### src/rtl/des_pkg.sv
// Shared types and constants for the DES round sequencer: state encoding,
// round count and the per-round C/D rotate tables for each direction.
package des_pkg;

  localparam int unsigned ROUNDS  = 16;
  localparam int unsigned IDX_W   = 4;
  localparam int unsigned SHIFT_W = 2;

  typedef enum logic [1:0] {
    ST_IDLE  = 2'd0,
    ST_LOAD  = 2'd1,
    ST_ROUND = 2'd2,
    ST_DONE  = 2'd3
  } state_t;

  // Left rotates for encryption; decryption walks the schedule backwards with right rotates
  localparam logic [SHIFT_W-1:0] ENC_SHIFT [ROUNDS] = '{
    2'd1, 2'd1, 2'd2, 2'd2, 2'd2, 2'd2, 2'd2, 2'd2,
    2'd1, 2'd2, 2'd2, 2'd2, 2'd2, 2'd2, 2'd2, 2'd1
  };

  localparam logic [SHIFT_W-1:0] DEC_SHIFT [ROUNDS] = '{
    2'd0, 2'd1, 2'd2, 2'd2, 2'd2, 2'd2, 2'd2, 2'd2,
    2'd1, 2'd2, 2'd2, 2'd2, 2'd2, 2'd2, 2'd2, 2'd1
  };

endpackage

### src/rtl/des_shift_sched.sv
// Combinational key-schedule lookup: round index and direction to C/D rotate amount.
module des_shift_sched
  import des_pkg::*;
(
  input  logic [IDX_W-1:0]   i_idx,
  input  logic               i_decrypt,
  output logic [SHIFT_W-1:0] o_key_shift_c
);

  always_comb begin
    o_key_shift_c = '0;
    if (i_decrypt) o_key_shift_c = DEC_SHIFT[i_idx];
    else           o_key_shift_c = ENC_SHIFT[i_idx];
  end

endmodule

### src/rtl/des_seq_ctrl.sv
// DES round sequencer: accepts a start, strobes the datapath load, steps 16
// Feistel rounds with the matching key rotates, then holds the result for handoff.
module des_seq_ctrl #(
  parameter int unsigned ROUNDS = 16
) (
  input  logic       clk,
  input  logic       rst,
  input  logic       start_valid,
  output logic       start_ready,
  input  logic       e,
  input  logic       abort,
  output logic       rnd_ld,
  output logic       rnd_en,
  output logic [3:0] rnd_idx,
  output logic [1:0] key_shift,
  output logic       key_dir,
  output logic       final_swap,
  output logic       busy,
  output logic       done_valid,
  input  logic       done_ready
);
  import des_pkg::*;

  localparam logic [IDX_W-1:0] LAST_IDX = IDX_W'(ROUNDS - 1);

  state_t             r_state;
  logic               r_dir;
  logic               r_start_ready;
  logic               r_rnd_ld;
  logic               r_rnd_en;
  logic [IDX_W-1:0]   r_rnd_idx;
  logic [SHIFT_W-1:0] r_key_shift;
  logic               r_key_dir;
  logic               r_final_swap;
  logic               r_busy;
  logic               r_done_valid;

  logic [IDX_W-1:0]   w_nxt_idx;
  logic [SHIFT_W-1:0] w_nxt_shift;

  // Outputs are registered, so the schedule is looked up for the round about to run
  assign w_nxt_idx = (r_state == ST_ROUND) ? IDX_W'(r_rnd_idx + 4'd1) : '0;

  des_shift_sched u_shift_sched (
    .i_idx         (w_nxt_idx),
    .i_decrypt     (~r_dir),
    .o_key_shift_c (w_nxt_shift)
  );

  always_ff @(posedge clk) begin
    if (rst || abort) begin
      r_state       <= ST_IDLE;
      r_dir         <= 1'b0;
      r_start_ready <= 1'b1;
      r_rnd_ld      <= 1'b0;
      r_rnd_en      <= 1'b0;
      r_rnd_idx     <= '0;
      r_key_shift   <= '0;
      r_key_dir     <= 1'b0;
      r_final_swap  <= 1'b0;
      r_busy        <= 1'b0;
      r_done_valid  <= 1'b0;
    end else begin
      case (r_state)
        ST_IDLE: begin
          if (start_valid) begin
            r_state       <= ST_LOAD;
            r_dir         <= e;
            r_start_ready <= 1'b0;
            r_rnd_ld      <= 1'b1;
            r_busy        <= 1'b1;
          end
        end
        ST_LOAD: begin
          r_state      <= ST_ROUND;
          r_rnd_ld     <= 1'b0;
          r_rnd_en     <= 1'b1;
          r_rnd_idx    <= '0;
          r_key_shift  <= w_nxt_shift;
          r_key_dir    <= ~r_dir;
          r_final_swap <= (LAST_IDX == '0);
        end
        ST_ROUND: begin
          if (r_rnd_idx == LAST_IDX) begin
            r_state      <= ST_DONE;
            r_rnd_en     <= 1'b0;
            r_rnd_idx    <= '0;
            r_key_shift  <= '0;
            r_key_dir    <= 1'b0;
            r_final_swap <= 1'b0;
            r_done_valid <= 1'b1;
          end else begin
            r_rnd_idx    <= w_nxt_idx;
            r_key_shift  <= w_nxt_shift;
            r_final_swap <= (w_nxt_idx == LAST_IDX);
          end
        end
        ST_DONE: begin
          if (done_ready) begin
            r_state       <= ST_IDLE;
            r_start_ready <= 1'b1;
            r_busy        <= 1'b0;
            r_done_valid  <= 1'b0;
          end
        end
        default: begin
          r_state       <= ST_IDLE;
          r_start_ready <= 1'b1;
          r_busy        <= 1'b0;
        end
      endcase
    end
  end

  assign start_ready = r_start_ready;
  assign rnd_ld      = r_rnd_ld;
  assign rnd_en      = r_rnd_en;
  assign rnd_idx     = r_rnd_idx;
  assign key_shift   = r_key_shift;
  assign key_dir     = r_key_dir;
  assign final_swap  = r_final_swap;
  assign busy        = r_busy;
  assign done_valid  = r_done_valid;

endmodule

### config.mk
export PLATFORM = sky130hd
export DESIGN_NAME = des_seq_ctrl
export DESIGN_NICKNAME = d
export VERILOG_FILES = /design/src/rtl/des_pkg.sv /design/src/rtl/des_shift_sched.sv /design/src/rtl/des_seq_ctrl.sv
export SDC_FILE = /design/constraint.sdc
export NUM_CORES = 1
export LEC_CHECK = 0
export CORE_UTILIZATION = 45
export DETAILED_ROUTE_END_ITERATION = 7
export PLACE_DENSITY = 0.83
export SYNTH_ARGS = -nofsm -noshare
export SYNTH_HDL_FRONTEND = slang
export SYNTH_SLANG_ARGS = --single-unit
### constraint.sdc
create_clock -name clk -period 1.6 [get_ports clk]
set_input_delay 0.4 -clock clk [delete_from_list [all_inputs] [get_ports clk]]
set_output_delay 0.4 -clock clk [all_outputs]
set_load 0.02 [all_outputs]
# --- Word level (Yosys, flattened, before mapping) ---
# Memories as Yosys holds them, arrays and structs flattened.
# Index checks and enable logic that the tools add are counted.
# Widths: inputs -> output; s select.
totals:
  ff_bits: 16
  word_cells: 65
  mem_bits_ro: 64
  mem_count: 2
  output_inout_bits: 13
  input_bits: 6
mem_list:
  columns: ["memory", "words", "width", "rd", "rd_clocked_by_memory_dff", "wr", "line_no", "source"]
  rows:
  - ["(no name shown)", 16, 2, 1, 0, 0, "des_shift_sched.sv:13", "else o_key_shift_c = ENC_SHIFT[i_idx];"]
  - ["(no name shown)", 16, 2, 1, 0, 0, "des_shift_sched.sv:12", "if (i_decrypt) o_key_shift_c = DEC_SHIFT[i_idx];"]
classes:
  magnitude_cmp: 1
  bitwise_logic: 2
  mux: 28
  n_addsub: 1
  n_eq_ne: 8
  n_reduce_logical: 12
ops:
  columns: ["cell", "n"]
  rows:
  - ["$mux 2", 9]
  - ["$pmux 1 s2", 7]
  - ["$reduce_and 3->1", 3]
  - ["$eq 4x4->1 const B", 2]
  - ["$mux 4", 2]
  - ["$pmux 2 s4", 1]
  - ["$pmux 4 s2", 1]
  - ["$reduce_bool 2->1", 4]
  - ["$mux 1", 7]
  - ["$reduce_and 2->1", 3]
  - ["$ge 5x5->1 const B", 1]
  - ["$not 4->5", 1]
  - ["$add 4x1->4 const B", 1]
  - ["$eq 2x2->1 const B", 2]
  - ["$ne 2x2->1 const B", 2]
  - ["$pmux 2 s2", 1]
  - ["$eq 2x1->1 const B", 1]
  - ["$logic_not 2->1", 1]
  - ["$ne 2x1->1 const B", 1]
  - ["$logic_or 1x1->1", 1]
  - ["$not 1->1", 1]

# --- Longest topological paths before layout ---
depth:
  ltp_word: 9
  depth_mapped: 7
  ltp_nobuf: 6

# --- Hierarchy ---
# A second synthesis with hierarchy kept.
hier_totals:
  hier_cells: 110
  area_unflattened_um2: 900.9
by_module_without_submodules:
  columns: ["module", "seq_area_each_um2", "area_per_inst_um2", "cells_each", "n_inst"]
  rows:
  - ["des_seq_ctrl", 320.3, 853.3, 101, 1]
  - ["des_shift_sched", 0.0, 47.5, 9, 1]

# --- Least setup slack after synthesis ---
# OpenSTA, ideal clock, no wires.
synth_timing:
  path_type: "reg2reg"
  start: "reg r_rnd_idx[0], in the netlist rnd_idx[0]"
  end: "reg r_state[1]"
  path_stages_with_launch: 6
  required_time_ps: 1472
  setup_ps: 128
  slack_ps: 23
  synth_period_minus_slack_ps: 1577
  arrival_time_ps: 1450
  n_path_buf: 0
  path_cell_list: "dfxtp_1 -> ha_1 -> nand3_1 -> a221oi_2 -> mux2i_1 -> nor2_1"
synth_via:
  elab_chain_cells: 3
synth_lines:
  columns: ["item", "line_no", "source"]
  rows:
  - ["start: declaration", "des_seq_ctrl.sv:31", "logic [IDX_W-1:0] r_rnd_idx;"]
  - ["start signal: assignment", "des_seq_ctrl.sv:93", "r_rnd_idx <= w_nxt_idx;"]
  - ["$eq 4x4->1", "des_seq_ctrl.sv:84", "if (r_rnd_idx == LAST_IDX) begin"]
  - ["$ne 2x1->1 (no line)", null, null]
  - ["$reduce_and 3->1 (no line)", null, null]
  - ["end signal: assignment", "des_seq_ctrl.sv:85", "r_state <= ST_DONE;"]
  - ["end signal: assignment", "des_seq_ctrl.sv:100", "r_state <= ST_IDLE;"]
  - ["end signal: assignment", "des_seq_ctrl.sv:107", "r_state <= ST_IDLE;"]
  - ["end: declaration", "des_seq_ctrl.sv:26", "state_t r_state;"]
# No other way between the ends.
# A chain may end at the register's enable or synchronous reset.

# --- Final worst setup path ---
layout_timing:
  start: "reg r_rnd_idx[3], in the netlist rnd_idx[3]"
  end: "out rnd_idx[3]"
layout_rtl:
  columns: ["item", "line_no", "source"]
  rows:
  - ["end: declaration", "des_seq_ctrl.sv:14", "output logic [3:0] rnd_idx,"]
# No word-level cell between the ends.

==> results.cfg <==
[hold_path]
number_of_instances_on_the_worst_hold_path = 2
worst_hold_path_type = flop to flop
holdCritStartpoint = key_shift[1]
holdPathEnd = key_shift[1]

[detailed_routing]
first_iter_violations = 21
detailroute.via_count = 834
route.detailed.wl_per_inst_um = 12.9
post_detailed_route_via_to_cell_ratio = 5.49
wl_um = 1970
post-route-drc-count = 0
drtAntennaViolNets = 0
drt_pre_antenna_iters = 4

[global_route]
met1_usage_pct = 26.4
grt_overflow = 0
global_route.usage.met2_pct = 33.0
grt_antenna_before_repair = 0
pin_count_of_the_biggest_net_entering_global_routing = 14
grt_pass1_vias = 701
grt_use_total_pct = 20.5
global_route.peak_usage_layer = met2
first_pass_grt_wire_length_um = 3020
grt_util_met3_pct = 4.00

[setup_path]
crit_family = flip-flops
data_arrival_time_of_the_critical_path_ns = 1.14
timing.critical_path.buf_inv = 1
end_kind = primary output
timing.critical_path.required_ns = 1.20
critical_path.max_fanout = 7
start_kind = flop
timing.critical_path.slowest_stage_cell = sky130_fd_sc_hd__dfxtp_1
ff2ff_path_depth = 6
regToRegSetupSlack_ns = 0.10
rr_startpoint = r_state[0]
crit-reg2reg-capture = final_swap
timing.critical_path.slowest_cell_delay_ns = 0.48
timing.critical_path.cells = dlygate4sd2_1
timing.setup.critical_path_class = flop to primary output

[power]
vdd_ir_drop_max_uv = 491
p_total_uw = 799
pwr-share-seq_pct = 51.8
static-leakage-power_nw = 0.489
cellInternalPower_uw = 597
switching_power_uw = 202
switching_share_pct = 25.2
power_density_nw_per_um2 = 713
clock_power_share_pct = 34.2
power.combinational.fraction_pct = 14.0

[clock_tree]
tritoncts.num_buffers = 3
htree_levels = 1
clock_tree.buffer_depth = 2
clock_tree_from_tritoncts = yes
cts.clk_slew.worst_paths_ns = 0.10
worstSkewPairLatency_ns = 0.29
clk_root_buffer_cell = sky130_fd_sc_hd__clkbuf_4
cts.sinks = 16

[layout]
final_core_utilization_pct = 64.9
layout.filler_cells = 153
final_cell_area_sq_um = 1120
drive_above_1_share_pct = 16.5
area_growth_pct = 34.4
antenna_cells_inserted = 0
count_of_nets_after_finishing = 140

[floorplanning]
i_o_pin_total = 19
core_box_area_sq_um = 1730
die_area_sq_um = 2030
die_height_um = 45.0
die-width_um = 45.0
initial_core_util_pct = 48.3
rows = 15

[timing]
period_utilisation_layout_pct = 96.3
worst_slew_pin_slew_ns = 0.278
slew_violations = 0
worst_slack_ns = 0.0587
timing.final.crit_period_ns = 1.54
final_tns_setup_ns = 0
timing.clock.skew_ns = 0.00763
finalHoldViolations = 0
slew_headroom_pct = 81.5
setup_viol_count_final = 0
grt_setup_unrepaired = false
fmax_mhz = 649

[place]
hpwlAfterDp_um = 1350
pre_cts_slack_ns = -0.0687
io_buffers = 18
place_congestion = 0.852
placement.cell_area_sq_um = 1080

[logic_synthesis]
number_of_register_bits_inferred_by_synthesis = 16
synth_edf_count = 0
synth_sequential_area_ratio_pct = 38.4
post-synth-top-area-cell = sky130_fd_sc_hd__dfxtp_1
synth_area_leaders = sky130_fd_sc_hd__dfxtp_1 38%, sky130_fd_sc_hd__ha_1 9.0%, sky130_fd_sc_hd__nor2_1 7.7%
synth_largest_type_area_fraction_pct = 38.4
synthesis.yosys.warnings = 0
synthesis.nets = 112
avgSynthCellArea_sq_um = 8.33
synthesis.area_sq_um = 833
yosysMostFrequentCell = sky130_fd_sc_hd__nor2_1
netlist-cell-type-count = 32
synthesis.instances = 100
synth-main-ff-cell = sky130_fd_sc_hd__dfxtp_1
ys_top_cells_by_count = 17 x sky130_fd_sc_hd__nor2_1, 16 x sky130_fd_sc_hd__dfxtp_1, 9 x sky130_fd_sc_hd__a21oi_1, 8 x sky130_fd_sc_hd__inv_1, 8 x sky130_fd_sc_hd__nand2_1
async_set_or_reset_register_ratio_after_synthesis_pct = 0

[run_status]
run_status = finished, final reports clean

[job]
max-cap-violations = 0
through the flow:
stage                     cells  hold slack [ns]
final                       152            0.468
after global routing        152            0.490
after CTS                   151            0.468
after detailed placement    147            0.455
after global placement      147            0.453
after floorplan             100            0.446
cell usage in the layout, fill, tap and decap left out, types with 2 or more instances in the layout:
master                            netlist  layout
sky130_fd_sc_hd__xnor2_1                2       2
sky130_fd_sc_hd__ha_1                   6       5
sky130_fd_sc_hd__clkdlybuf4s50_1        0       5
sky130_fd_sc_hd__buf_4                  0       7
sky130_fd_sc_hd__dlygate4sd2_1          0      13
sky130_fd_sc_hd__nor2b_1                2       2
sky130_fd_sc_hd__o31ai_1                2       2
sky130_fd_sc_hd__nand2_1                8       8
sky130_fd_sc_hd__dfxtp_1               16      15
sky130_fd_sc_hd__a21oi_1                9       9
sky130_fd_sc_hd__clkbuf_4               0       3
sky130_fd_sc_hd__nand3_1                5       4
sky130_fd_sc_hd__inv_1                  8       8
sky130_fd_sc_hd__o21ai_0                3       3
sky130_fd_sc_hd__a211oi_1               2       2
sky130_fd_sc_hd__nor2_1                17      16
worst min-delay path, cell delays in order (launching register included):
cell and delay, ns:
sky130_fd_sc_hd__dfxtp_1 0.32, sky130_fd_sc_hd__nand2_1 0.06, sky130_fd_sc_hd__a21oi_1 0.05
routing by layer:
layer	up-vias	wire, um
met5	-	0
met4	0	29
met3	4	123
met2	36	975
met1	385	838
li1	409	-
cells by family (layout without fill, tap and decap cells):
family	Yosys count	after routing	synth area share (%)
flops	16	16	38.4
simple gates	39	39	22.4
xor+xnor	2	2	2.10
compound gates	26	26	22.2
buf+inv	10	37	4.65
mux	1	1	1.20
fa+ha+maj	6	6	9.01
state kept, by name, indices dropped and copies added (netlist names):
register and flops:
busy 1, done_valid 1, final_swap 1, key_dir 1, key_shift 2, r_dir 1, r_state 2, rnd_en 1
rnd_idx 4, rnd_ld 1, start_ready 1
worst max-delay path by stage:
stage	startpoint	endpoint	slack (ns)	cells after the start
global placement	start_valid	r_state[1]	-0.06	5
finish	rnd_idx[3]	rnd_idx[3]	0.06	1
global route	rnd_idx[3]	rnd_idx[3]	0.009	1
CTS	r_state[0]	key_shift[1]	0.005	6
floorplan	rnd_idx[0]	r_state[1]	0.02	5
detailed placement	start_valid	r_state[1]	-0.07	5
power groups by stage:
stage / combinational [mW] / sequential [mW] / clock (mW)
2_1_floorplan: 0.0577 / 0.429 / 0
3_3_place_gp: 0.111 / 0.422 / 0
3_5_place_dp: 0.113 / 0.423 / 0
4_1_cts: 0.110 / 0.413 / 0.284
5_1_grt: 0.121 / 0.415 / 0.302
6_report: 0.112 / 0.414 / 0.273
layout make-up:
type,instances,area (sq um),area share (%)
Tap cell,25,31.3,2.79
Sequential cell,16,322,28.7
Clock buffer,4,36.3,3.24
Inverter,8,30.0,2.68
Multi-Input combinational cell,74,484,43.2
Timing Repair Buffer,25,216,19.3
timing repair:
action                     4_1_cts  5_1_grt
pin swaps                        0        1
hold buffers                     0        0
setup endpoints to repair       13        8
resized for setup               13        4
setup buffers                    0        1
(Power assumes the default switching activity.)
